`config.mk`:
```
export PLATFORM = sky130hd
export DESIGN_NAME = softmax_max_finder
export DESIGN_NICKNAME = d
export VERILOG_FILES = /design/src/rtl/softmax_pkg.sv /design/src/rtl/softmax_max_acc.sv /design/src/rtl/softmax_max_finder.sv
export SDC_FILE = /design/constraint.sdc
export NUM_CORES = 1
export LEC_CHECK = 0
export BUFFER_PORTS_ARGS = -buffer_cell sky130_fd_sc_hd__buf_2
export CELL_PAD_IN_SITES_DETAIL_PLACEMENT = 1
export CELL_PAD_IN_SITES_GLOBAL_PLACEMENT = 2
export CORE_MARGIN = 1
export CORE_UTILIZATION = 34
export DETAILED_ROUTE_END_ITERATION = 10
export HOLD_SLACK_MARGIN = 0.05
export PLACE_DENSITY_LB_ADDON = 0.1
export SETUP_SLACK_MARGIN = 0.2
export SLEW_MARGIN = 0
export SYNTH_ARGS = -nofsm -noshare
export SYNTH_HDL_FRONTEND = slang
export SYNTH_SLANG_ARGS = --single-unit
```
`constraint.sdc`:
```
create_clock -name clk -period 2.65 [get_ports clk]
set_clock_uncertainty 0.05 [all_clocks]
set_input_delay 0.1325 -clock clk [delete_from_list [all_inputs] [get_ports clk]]
set_output_delay 0.1325 -clock clk [all_outputs]
set_load 0.02 [all_outputs]
```
`src/rtl/softmax_pkg.sv`:
```
// Shared defaults and FSM encoding for the softmax max-finder (pass 1).
package softmax_pkg;

    localparam int DATA_WIDTH_DEF = 16;
    localparam int VEC_LEN_DEF    = 7;
    localparam int CNT_WIDTH_DEF  = 3;

    typedef enum logic [2:0] {
        ST_IDLE   = 3'd0,
        ST_READ   = 3'd1,
        ST_DRAIN  = 3'd2,
        ST_DONE   = 3'd3,
        ST_REWIND = 3'd4
    } state_t;

endpackage

```
`src/rtl/softmax_max_acc.sv`:
```
// Running max / argmax accumulator. A one-cycle delayed read enable marks
// fifo data as valid; the first valid sample of a vector loads unconditionally,
// later ones replace the maximum only when strictly greater (earliest index wins ties).
module softmax_max_acc
    import softmax_pkg::*;
#(
    parameter int DATA_WIDTH = DATA_WIDTH_DEF,
    parameter int CNT_WIDTH  = CNT_WIDTH_DEF
) (
    input  logic                  clk,
    input  logic                  rst_n,
    input  logic                  init,
    input  logic                  rd_en,
    input  logic [DATA_WIDTH-1:0] data,
    output logic                  cap_vld,
    output logic [DATA_WIDTH-1:0] max_val,
    output logic [CNT_WIDTH-1:0]  max_idx
);

    function automatic logic is_greater(input logic signed [DATA_WIDTH-1:0] a,
                                        input logic signed [DATA_WIDTH-1:0] b);
        return (a > b);
    endfunction

    logic                         vld_p1;
    logic                         have_max;
    logic        [CNT_WIDTH-1:0]  cap_cnt;
    logic signed [DATA_WIDTH-1:0] sample_p1;
    logic signed [DATA_WIDTH-1:0] max_q;
    logic        [CNT_WIDTH-1:0]  idx_q;
    logic                         take;

    assign sample_p1 = $signed(data);
    assign take      = vld_p1 && !init && (!have_max || is_greater(sample_p1, max_q));

    assign cap_vld = vld_p1;
    assign max_val = max_q;
    assign max_idx = idx_q;

    // Stage p1: delayed read enable qualifies fifo data; update count, first flag and max/idx
    always_ff @(posedge clk or negedge rst_n) begin
        if (!rst_n) begin
            vld_p1   <= 1'b0;
            have_max <= 1'b0;
            cap_cnt  <= '0;
            max_q    <= '0;
            idx_q    <= '0;
        end else begin
            vld_p1 <= rd_en;
            if (init) begin
                have_max <= 1'b0;
                cap_cnt  <= '0;
            end else if (vld_p1) begin
                have_max <= 1'b1;
                cap_cnt  <= cap_cnt + 1'b1;
            end
            if (take) begin
                max_q <= sample_p1;
                idx_q <= cap_cnt;
            end
        end
    end

endmodule

```
`src/rtl/softmax_max_finder.sv`:
```
// Softmax pass 1: reads one vector from the FIFO, reports max/argmax over a
// valid/ready handshake, then pulses the FIFO read-pointer clear so the next
// stage can re-read the same vector. All outputs are registered.
module softmax_max_finder
    import softmax_pkg::*;
#(
    parameter int DATA_WIDTH = DATA_WIDTH_DEF,
    parameter int VEC_LEN    = VEC_LEN_DEF,
    parameter int CNT_WIDTH  = CNT_WIDTH_DEF
) (
    input  logic                  clk,
    input  logic                  rst_n,
    input  logic                  start,
    output logic                  busy,
    output logic                  fifo_rd_en,
    output logic                  fifo_rd_inc,
    output logic                  fifo_rd_clr,
    input  logic [DATA_WIDTH-1:0] fifo_data,
    output logic [DATA_WIDTH-1:0] max_out,
    output logic [CNT_WIDTH-1:0]  max_idx,
    output logic                  max_valid,
    input  logic                  max_ready
);

    localparam logic [CNT_WIDTH-1:0] LAST_IDX = CNT_WIDTH'(VEC_LEN - 1);

    state_t                  state;
    state_t                  next_state;
    logic [CNT_WIDTH-1:0]    rd_cnt;
    logic                    init;
    logic                    acc_vld;
    logic [DATA_WIDTH-1:0]   acc_max;
    logic [CNT_WIDTH-1:0]    acc_idx;

    // A new vector begins only when start is seen in IDLE; anything else ignores start.
    assign init = (state == ST_IDLE) && start;

    // The read-pointer increment is the same flop as the read enable.
    assign fifo_rd_inc = fifo_rd_en;

    softmax_max_acc #(
        .DATA_WIDTH (DATA_WIDTH),
        .CNT_WIDTH  (CNT_WIDTH)
    ) u_acc (
        .clk     (clk),
        .rst_n   (rst_n),
        .init    (init),
        .rd_en   (fifo_rd_en),
        .data    (fifo_data),
        .cap_vld (acc_vld),
        .max_val (acc_max),
        .max_idx (acc_idx)
    );

    // Next-state logic; DRAIN waits until the last in-flight sample has been captured.
    always_comb begin
        next_state = state;
        case (state)
            ST_IDLE:   if (start)                   next_state = ST_READ;
            ST_READ:   if (rd_cnt == LAST_IDX)      next_state = ST_DRAIN;
            ST_DRAIN:  if (!acc_vld)                next_state = ST_DONE;
            ST_DONE:   if (max_valid && max_ready)  next_state = ST_REWIND;
            ST_REWIND:                              next_state = ST_IDLE;
            default:                                next_state = ST_IDLE;
        endcase
    end

    // State register and read issue counter.
    always_ff @(posedge clk or negedge rst_n) begin
        if (!rst_n) begin
            state  <= ST_IDLE;
            rd_cnt <= '0;
        end else begin
            state <= next_state;
            if (init) begin
                rd_cnt <= '0;
            end else if ((state == ST_READ) && (rd_cnt != LAST_IDX)) begin
                rd_cnt <= rd_cnt + 1'b1;
            end
        end
    end

    // Output flops decoded from the next state so every output is glitch-free.
    always_ff @(posedge clk or negedge rst_n) begin
        if (!rst_n) begin
            busy        <= 1'b0;
            fifo_rd_en  <= 1'b0;
            fifo_rd_clr <= 1'b0;
            max_valid   <= 1'b0;
            max_out     <= '0;
            max_idx     <= '0;
        end else begin
            busy        <= (next_state != ST_IDLE);
            fifo_rd_en  <= (next_state == ST_READ);
            fifo_rd_clr <= (next_state == ST_REWIND);
            max_valid   <= (next_state == ST_DONE);
            if ((state != ST_DONE) && (next_state == ST_DONE)) begin
                max_out <= acc_max;
                max_idx <= acc_idx;
            end
        end
    end

endmodule
```
==> impl_metrics.py, run 1 <==
metrics = {
    "outcome": {
        "status": "completed",
    },
    "sta": {
        "setup_viol": 0,
        "worst_slew_pin_slew_ns": 0.387,
        "rsz0062_at_grt": "yes",
        "finalHoldViolCount": 0,
        "min_period_ns": 2.48,
        "slew_viol_final": 0,
        "setup-tns-final_ns": 0,
        "timing.slew.headroom_pct": 74.2,
        "fin_crit_sh_pct": 93.6,
        "fmax_mhz": 403,
    },
    "route": {
        "first_iter_violations": 22,
        "drtAntennaViolNets": 0,
        "via_per_inst": 4.69,
        "dr.pass1.iters": 4,
        "wirelength_um": 5170,
        "vias": 1730,
        "wl_per_cell_um": 14.0,
        "drc": 0,
    },
    "synth": {
        "seq_area_frac_synth_pct": 52.6,
        "synth_edf_count": 0,
        "ys.flop_type": "dfrtp_1",
        "synth_most_common_cell": "dfrtp_1",
        "postSynthRegisterBits": 53,
        "yosysWarnings": 0,
        "synth_area_um2": 2520,
        "postSynthCellCount": 197,
        "synthDominantCellAreaShare_pct": 52.6,
        "syn_nets": 236,
        "ys_top_cells_by_area": "dfrtp_1 (53%), mux2_2 (13%), ha_1 (9.4%)",
        "ys_top_cells_by_count": "dfrtp_1 (53), mux2_2 (28), inv_1 (20)",
        "async_reset_ff_share_pct": 100,
        "synth_area_per_cell_um2": 12.8,
        "yosys.area.top_type": "dfrtp_1",
        "synth.distinct_cells": 37,
    },
    "placement": {
        "dp_hpwl_um": 3520,
        "port_buffers": 43,
        "gp_congestion": 0.720,
        "dp.cells": 340,
    },
    "worst_setup_path": {
        "slowest_delay_ns": 0.38,
        "r2r_setup_slack_ns": 0.17,
        "cp_data_arrival_time_ns": 2.62,
        "crit_type": "reg -> reg",
        "reg2regPathDepth": 10,
        "endpoint_kind": "register",
        "cp.required_ns": 2.79,
        "r2r-start": "u_acc.max_val[9]",
        "cp_num_buf_inv": 3,
        "worst_path_max_delay_cell": "dfrtp_1",
        "crit_fanout": 7,
        "cp-start-kind": "register",
        "cp_top_family": "simple AND/OR/NAND/NOR gates",
        "reg2reg_to": "u_acc.max_val[10]",
        "crit_chain": "inv_1 -> ha_4 -> nand4_1 -> nor4_4 -> nand3_2 -> a41oi_2 -> mux2i_4 -> buf_6 -> buf_12 -> mux2_4",
    },
    "pwr": {
        "p_leak_uw": 0.00162,
        "p_per_area_nw_per_um2": 1260,
        "ir_drop_uv": 457,
    },
    "floorplanning": {
        "coreArea_um2": 7210,
        "initial_core_util_pct": 35.0,
        "fp.dieW_um": 88.1,
        "die_h_um": 88.1,
        "num_rows": 31,
        "dieArea_um2": 7770,
        "io_pins": 44,
    },
    "clock_network": {
        "htree_levels": 2,
        "clkSlewWorstSetupHoldPaths_ns": 0.09,
        "cts_made_buffers": 5,
        "cts_sinks": 53,
        "cts-root-buf": "clkbuf_8",
        "worstSkewPairLatency_ns": 0.30,
        "cts_tree": "yes",
        "cts-root-to-sink-buffers": 2,
    },
    "global_route": {
        "grt_pass1_vias": 1768,
        "grt_pass1_wl_um": 8670,
        "antenna_found_initial": 0,
        "gr-total-overflow": 0,
        "groute.usage.overall_pct": 14.6,
        "grt_max_degree": 31,
    },
    "min_path": {
        "worstHoldStart": "fifo_data[13]",
        "hold_path_end": "u_acc.max_val[13]",
        "holdPathStages": 2,
        "hold_path.class": "in -> reg",
    },
    "finish": {
        "fin_cells": 369,
        "nNetsFinal": 308,
        "antenna_cells_inserted": 0,
        "syn_to_final_growth_pct": 32.7,
        "drive_gt1_share_pct": 44.8,
    },
    "job": {
        "maxCapViolCount": 0,
    },
}
==> sequential cells by signal, summed over array words and instances, names as in the netlist <==
register and count:
u_acc.max_val 16, u_acc.have_max 1, busy 1, max_valid 1
fifo_rd_en 1, state 3, max_out 16, fifo_rd_clr 1
u_acc.max_idx 3, u_acc.cap_vld 1, max_idx 3, rd_cnt 3
u_acc.cap_cnt 3
==> timing repair <==
item | 4_1_cts | 5_1_grt
hold buffers | 14 | 0
cloned | 1 | 0
resized for setup | 8 | 15
endpoints found under the setup margin | 19 | 19
buffers inserted | 2 | 4
pin swaps | 4 | 7
endpoints found under the hold margin | 66 | 0
==> through the flow <==
stage / setup slack, ns / power, uW / util [%] / area, um2 / hold slack [ns]
floorplan: 0.238 / 2850 / - / 2520 / -0.213
global placement: 0.165 / 3360 / 40.0 / 2880 / 0.102
detailed placement: 0.130 / 3390 / 40.0 / 2880 / 0.106
CTS: 0.164 / 4160 / 44.9 / 3240 / 0.0568
global route: 0.0258 / 4580 / 46.4 / 3350 / 0.0645
finish: 0.170 / 4220 / 46.4 / 3350 / 0.0708
==> worst max-delay path by stage <==
stage,start,to,slack [ns],cells past startpoint
2_1_floorplan,u_acc.max_val[15],u_acc.max_idx[0],0.24,9
3_3_place_gp,u_acc.max_val[15],u_acc.max_idx[2],0.17,9
3_5_place_dp,u_acc.max_val[15],u_acc.max_idx[2],0.13,9
4_1_cts,u_acc.max_val[6],u_acc.max_idx[0],0.16,10
5_1_grt,u_acc.max_val[9],u_acc.max_idx[0],0.03,10
6_report,u_acc.max_val[9],u_acc.max_val[10],0.17,10
==> cell type report <==
cell class	instances	area, um2
Tap cell	99	124
Timing Repair Buffer	69	504
Clock buffer	7	96.3
Multi-Input combinational cell	120	1220
Fill cell	787	3870
Clock inverter	1	5.00
Inverter	20	75.1
Sequential cell	53	1330
==> cells by family after synthesis <==
| kind of cell | Yosys count | share of synthesized area, % |
|---|---|---|
| buffers and inverters | 24 | 4.07 |
| xor gates and xnor gates | 3 | 1.04 |
| and+or+nand+nor | 42 | 8.78 |
| DFF | 53 | 52.6 |
| adders and majority gates | 19 | 9.42 |
| AOI/OAI and AO/OA | 16 | 4.37 |
| muxes | 40 | 19.7 |
==> power breakdown <==
part | internal, uW | switching [uW] | total (uW)
registers | 1200 | 264 | 1460
clock network | 237 | 265 | 502
logic | 1240 | 1020 | 2260
total | 2680 | 1550 | 4220
==> layout by cell type, fill, tap and decap left out, drive strengths merged, types with 2 or more instances in the layout <==
| cell | instances |
|---|---|
| dlygate4sd3 | 12 |
| o21ai | 3 |
| dfrtp | 53 |
| xnor2 | 2 |
| clkbuf | 7 |
| nand3 | 6 |
| a21oi | 7 |
| inv | 20 |
| nand4 | 3 |
| dlymetal6s4s | 2 |
| mux2 | 38 |
| nand2 | 9 |
| ha | 19 |
| mux2i | 2 |
| buf | 55 |
| nor2 | 15 |
==> layer usage <==
layer,up-vias,wire length (um),global-route usage (%),share of wire [%]
li1,821,-,-,-
met1,877,2300,19.0,44
met2,28,2690,25.2,52
met3,4,150,3.20,2.9
met4,0,31,3.08,0.60
met5,-,0,0,0
Power figures use the tool's default switching activity.
==> run 2, diff against run 1 <==
--- a/config.mk
+++ b/config.mk
@@ -12,6 +12,7 @@
 export CORE_UTILIZATION = 34
 export DETAILED_ROUTE_END_ITERATION = 10
 export HOLD_SLACK_MARGIN = 0.05
+export MAX_ROUTING_LAYER = met4
 export PLACE_DENSITY_LB_ADDON = 0.1
 export SETUP_SLACK_MARGIN = 0.2
 export SLEW_MARGIN = 0
==> impl_metrics.py, run 2 (synthesis results as in run 1) <==
metrics = {
    "finish": {
        "fill_cells": 787,
        "layout_common_cells": "dfrtp_1 (53), buf_2 (42), mux2_2 (27)",
        "final_area_um2": 3350,
        "antenna_cells_inserted": 0,
        "syn_to_final_growth_pct": 32.7,
        "drive_gt1_share_pct": 44.8,
        "utilization_pct": 46.4,
        "multi_input_area_um2": 1220,
        "seq_area_um2": 1330,
        "nNetsFinal": 308,
        "final_common_cell": "dfrtp_1",
    },
    "floorplanning": {
        "io_pins": 44,
        "coreArea_um2": 7210,
        "dieArea_um2": 7770,
        "num_rows": 31,
        "fp.dieW_um": 88.1,
        "initial_core_util_pct": 35.0,
        "die_h_um": 88.1,
    },
    "global_route": {
        "grt_max_degree": 31,
        "grt_pass1_vias": 1772,
        "antenna_found_initial": 0,
        "gr-total-overflow": 0,
        "groute.usage.overall_pct": 15.2,
        "grt_pass1_wl_um": 8680,
    },
    "sta": {
        "slew_viol_final": 0,
        "rsz0062_at_grt": "yes",
        "finalHoldViolCount": 0,
        "min_period_ns": 2.48,
        "timing.slew.headroom_pct": 74.2,
        "fmax_mhz": 403,
        "setup-tns-final_ns": 0,
        "fin_crit_sh_pct": 93.6,
        "setup_viol": 0,
        "worst_slew_pin_slew_ns": 0.387,
    },
    "placement": {
        "dp_hpwl_um": 3520,
        "placed_cell_area_um2": 2880,
        "port_buffers": 43,
        "gp_congestion": 0.729,
    },
    "route": {
        "wl_met1_um": 2310,
        "dr.max_layer_used": "met4",
        "wirelength_um": 5180,
        "drc": 0,
        "first_iter_violations": 22,
        "via_per_inst": 4.70,
        "vias": 1733,
        "wl_met3_um": 158,
        "wl_per_cell_um": 14.0,
        "dr.pass1.iters": 4,
        "drtAntennaViolNets": 0,
        "met2_length_um": 2670,
    },
    "worst_setup_path": {
        "r2r_setup_slack_ns": 0.17,
        "cp.required_ns": 2.79,
        "endpoint_kind": "register",
        "cp-start-kind": "register",
        "crit_fanout": 7,
        "cp_data_arrival_time_ns": 2.62,
        "crit_type": "reg -> reg",
    },
    "clock_network": {
        "cts_made_buffers": 5,
        "clkSlewWorstSetupHoldPaths_ns": 0.09,
        "worstSkewPairLatency_ns": 0.30,
        "cts-root-buf": "clkbuf_8",
        "cts-root-to-sink-buffers": 2,
        "cts_sinks": 53,
        "htree_levels": 2,
        "cts_tree": "yes",
    },
    "pwr": {
        "p_per_area_nw_per_um2": 1260,
        "ir_drop_uv": 458,
        "finalPower_uw": 4220,
        "p_leak_uw": 0.00162,
    },
    "job": {
        "maxCapViolCount": 0,
    },
    "min_path": {
        "hold_path.class": "in -> reg",
    },
    "outcome": {
        "status": "completed",
    },
}
## run 2: cell counts in the layout (fill, tap and decap cells not counted)
Identical to the previous run, type by type.
## run 2: cell type report
cell class,instances,share of cell area [%]
well taps,99,3.70
inverters,20,2.24
clock buffers,7,2.88
repair buffers,69,15.1
flip-flops and latches,53,39.6
clock inverters,1,0.150
multi-input cells,120,36.3
## run 2: power by group
| group | switching, uW | leakage, uW | internal (uW) |
|---|---|---|---|
| Combinational | 1020 | 0.000920 | 1240 |
| Clock | 265 | 0.0000542 | 237 |
| Sequential | 264 | 0.000642 | 1200 |
## run 2: final timing paths
kind | startpoint | end | cells past startpoint
worst max-delay path | u_acc.max_val[9] | u_acc.max_val[10] | 10
worst min-delay path | fifo_data[14] | u_acc.max_val[14] | 2
worst max register to register | u_acc.max_val[9] | u_acc.max_val[10] | 10
worst min register to register | fifo_rd_en | u_acc.cap_vld | 0
max in group asynchronous | rst_n | rd_cnt[2] | 3
min in group asynchronous | rst_n | max_out[4] | 3
## run 2: what timing repair did
| action | CTS | global route |
|---|---|---|
| pin swaps | 4 | 7 |
| setup buffers | 2 | 4 |
| endpoints found under the hold margin | 66 | 0 |
| endpoints found under the setup margin | 19 | 19 |
| hold buffers | 14 | 0 |
| cloned | 1 | 0 |
| gates resized for setup | 8 | 15 |
## run 2: per-layer routing
metal,vias to the layer above,track usage [%]
met5,-,-
met4,0,3.08
met3,5,3.49
met2,27,25.2
met1,880,19.0
li1,821,-
## run 2: critical path, cell delays in order, from the launching register on
cell,delay [ns]
dfrtp_1,0.38
inv_1,0.08
ha_4,0.26
nand4_1,0.18
nor4_4,0.35
nand3_2,0.13
a41oi_2,0.27
mux2i_4,0.11
buf_6,0.14
buf_12,0.13
mux2_4,0.29
## run 2: per-stage QoR
| stage | hold slack, ns | cells | worst slack (ns) |
|---|---|---|---|
| finish | 0.0703 | 369 | 0.171 |
| global route | 0.0618 | 369 | 0.0258 |
| CTS | 0.0568 | 365 | 0.164 |
| detailed placement | 0.106 | 340 | 0.130 |
| global placement | 0.102 | 340 | 0.165 |
| floorplan | -0.213 | 197 | 0.238 |
==> run 3, diff against run 2 <==
--- a/config.mk
+++ b/config.mk
@@ -5,8 +5,8 @@
 export SDC_FILE = /design/constraint.sdc
 export NUM_CORES = 1
 export LEC_CHECK = 0
-export BUFFER_PORTS_ARGS = -buffer_cell sky130_fd_sc_hd__buf_2
-export CELL_PAD_IN_SITES_DETAIL_PLACEMENT = 1
+export BUFFER_PORTS_ARGS = -buffer_cell sky130_fd_sc_hd__buf_4
+export CELL_PAD_IN_SITES_DETAIL_PLACEMENT = 2
 export CELL_PAD_IN_SITES_GLOBAL_PLACEMENT = 2
 export CORE_MARGIN = 1
 export CORE_UTILIZATION = 34
==> impl_metrics.py, run 3 (synthesis results as in run 1) <==
metrics = {
    "outcome": {
        "status": "completed",
    },
    "clock_network": {
        "clkSlewWorstSetupHoldPaths_ns": 0.10,
        "htree_levels": 2,
        "worstSkewPairLatency_ns": 0.31,
        "cts_made_buffers": 5,
        "cts_tree": "yes",
        "cts-root-buf": "clkbuf_8",
        "cts-root-to-sink-buffers": 2,
        "cts_sinks": 53,
    },
    "sta": {
        "fmax_mhz": 391,
        "slew_viol_final": 0,
        "min_period_ns": 2.55,
        "timing.slew.headroom_pct": 54.2,
        "worst_slew_pin_slew_ns": 0.687,
        "rsz0062_at_grt": "yes",
        "finalHoldViolCount": 0,
        "fin_crit_sh_pct": 96.4,
        "setup-tns-final_ns": 0,
        "setup_viol": 0,
    },
    "global_route": {
        "groute.usage.overall_pct": 18.0,
        "gr-total-overflow": 0,
        "grt_max_degree": 54,
        "antenna_found_initial": 0,
        "grt_pass1_wl_um": 10200,
        "grt_pass1_vias": 2018,
    },
    "floorplanning": {
        "die_h_um": 88.1,
        "initial_core_util_pct": 35.0,
        "dieArea_um2": 7770,
        "num_rows": 31,
        "coreArea_um2": 7210,
        "io_pins": 44,
        "fp.dieW_um": 88.1,
    },
    "finish": {
        "syn_to_final_growth_pct": 40.7,
        "drive_gt1_share_pct": 46.6,
        "antenna_cells_inserted": 0,
        "nNetsFinal": 315,
        "fin_cells": 376,
        "layout_common_cells": "dfrtp_1 (53), buf_4 (53), mux2_2 (25)",
    },
    "placement": {
        "gp_congestion": 0.707,
        "port_buffers": 43,
        "dp_hpwl_um": 3980,
        "dp.cells": 339,
    },
    "worst_setup_path": {
        "crit_type": "reg -> reg",
        "reg2reg_to": "u_acc.max_val[10]",
        "r2r-start": "u_acc.max_val[11]",
        "endpoint_kind": "register",
        "r2r_setup_slack_ns": 0.1,
        "cp-start-kind": "register",
        "crit_fanout": 7,
        "cp_data_arrival_time_ns": 2.70,
        "reg2regPathDepth": 10,
        "cp.required_ns": 2.80,
    },
    "route": {
        "wl_per_cell_um": 16.9,
        "met2_length_um": 3540,
        "drc": 0,
        "vias": 1771,
        "dr.pass1.iters": 4,
        "wirelength_um": 6370,
        "via_per_inst": 4.71,
        "wl_met3_um": 149,
        "drtAntennaViolNets": 0,
        "wl_met1_um": 2650,
        "dr.max_layer_used": "met4",
        "first_iter_violations": 46,
    },
    "min_path": {
        "hold_path.class": "in -> reg",
        "hold_path_end": "fifo_rd_clr",
        "holdPathStages": 3,
        "worstHoldStart": "max_ready",
    },
    "pwr": {
        "p_per_area_nw_per_um2": 1320,
        "p_leak_uw": 0.00167,
        "ir_drop_uv": 484,
    },
    "job": {
        "maxCapViolCount": 0,
    },
}
-- run 3: changes by cell type in the layout (fill, tap and decap cells not counted), sizes merged --
cell          change
clkinvlp          +1
buf               +4
clkinv            -1
dlymetal6s4s      -2
bufinv            +1
clkbuf            -1
dlygate4sd3       +5
-- run 3: timing repair --
item | 4_1_cts | 5_1_grt
pin swaps | 4 | 6
resized for setup | 11 | 16
hold buffers | 17 | 0
endpoints found under the hold margin | 69 | 0
endpoints found under the setup margin | 19 | 19
cloned | 1 | 0
setup buffers | 8 | 3
-- run 3: through the flow --
step | worst slack [ns] | power, uW | cell area (um2) | utilization [%] | hold slack, ns
after floorplan | 0.238 | 2850 | 2520 | - | -0.213
after global placement | 0.162 | 3470 | 2980 | 41.4 | 0.179
after detailed placement | 0.0926 | 3560 | 2980 | 41.4 | 0.179
after CTS | 0.150 | 4520 | 3450 | 47.8 | 0.109
after global routing | -0.0203 | 5020 | 3550 | 49.2 | 0.142
final | 0.0951 | 4680 | 3550 | 49.2 | 0.130
-- run 3: how the worst max path moves through the flow --
stage,from,end,cells after the start
global route,u_acc.max_val[11],u_acc.max_val[10],10
CTS,u_acc.max_val[4],u_acc.max_val[13],9
finish,u_acc.max_val[11],u_acc.max_val[10],10
global placement,u_acc.max_val[15],u_acc.max_idx[2],9
detailed placement,u_acc.max_val[15],u_acc.max_idx[2],9
floorplan,u_acc.max_val[15],u_acc.max_idx[0],9
-- run 3: report_power, final --
part           switching, uW  internal (uW)  leakage (uW)
clock                    276            308     0.0000574
sequential               295           1200      0.000642
combinational           1140           1450      0.000970
total                   1720           2960       0.00167
-- run 3: layout make-up --
class	count	area [um2]
Inverter	20	75.1
Fill cell	724	3670
Timing Repair Buffer	76	664
Clock inverter	2	37.5
Tap cell	99	124
Multi-Input combinational cell	120	1240
Sequential cell	53	1330
Clock buffer	6	82.6
-- run 3: routing by layer --
layer | track usage (%) | vias to the layer above
met5 | - | -
met3 | 3.20 | 2
met2 | 32.2 | 26
met4 | 3.96 | 0
met1 | 20.9 | 914
li1 | - | 829
-- run 3: worst max-delay path, cell delays in order, from the launching register on --
cell and delay (ns):
dfrtp_1 0.40, inv_2 0.06, ha_4 0.28, nand4_1 0.17, nor4_4 0.32, o21ai_1 0.13, nand3_2 0.12, mux2i_4 0.30
buf_6 0.14, buf_12 0.12, mux2_2 0.34
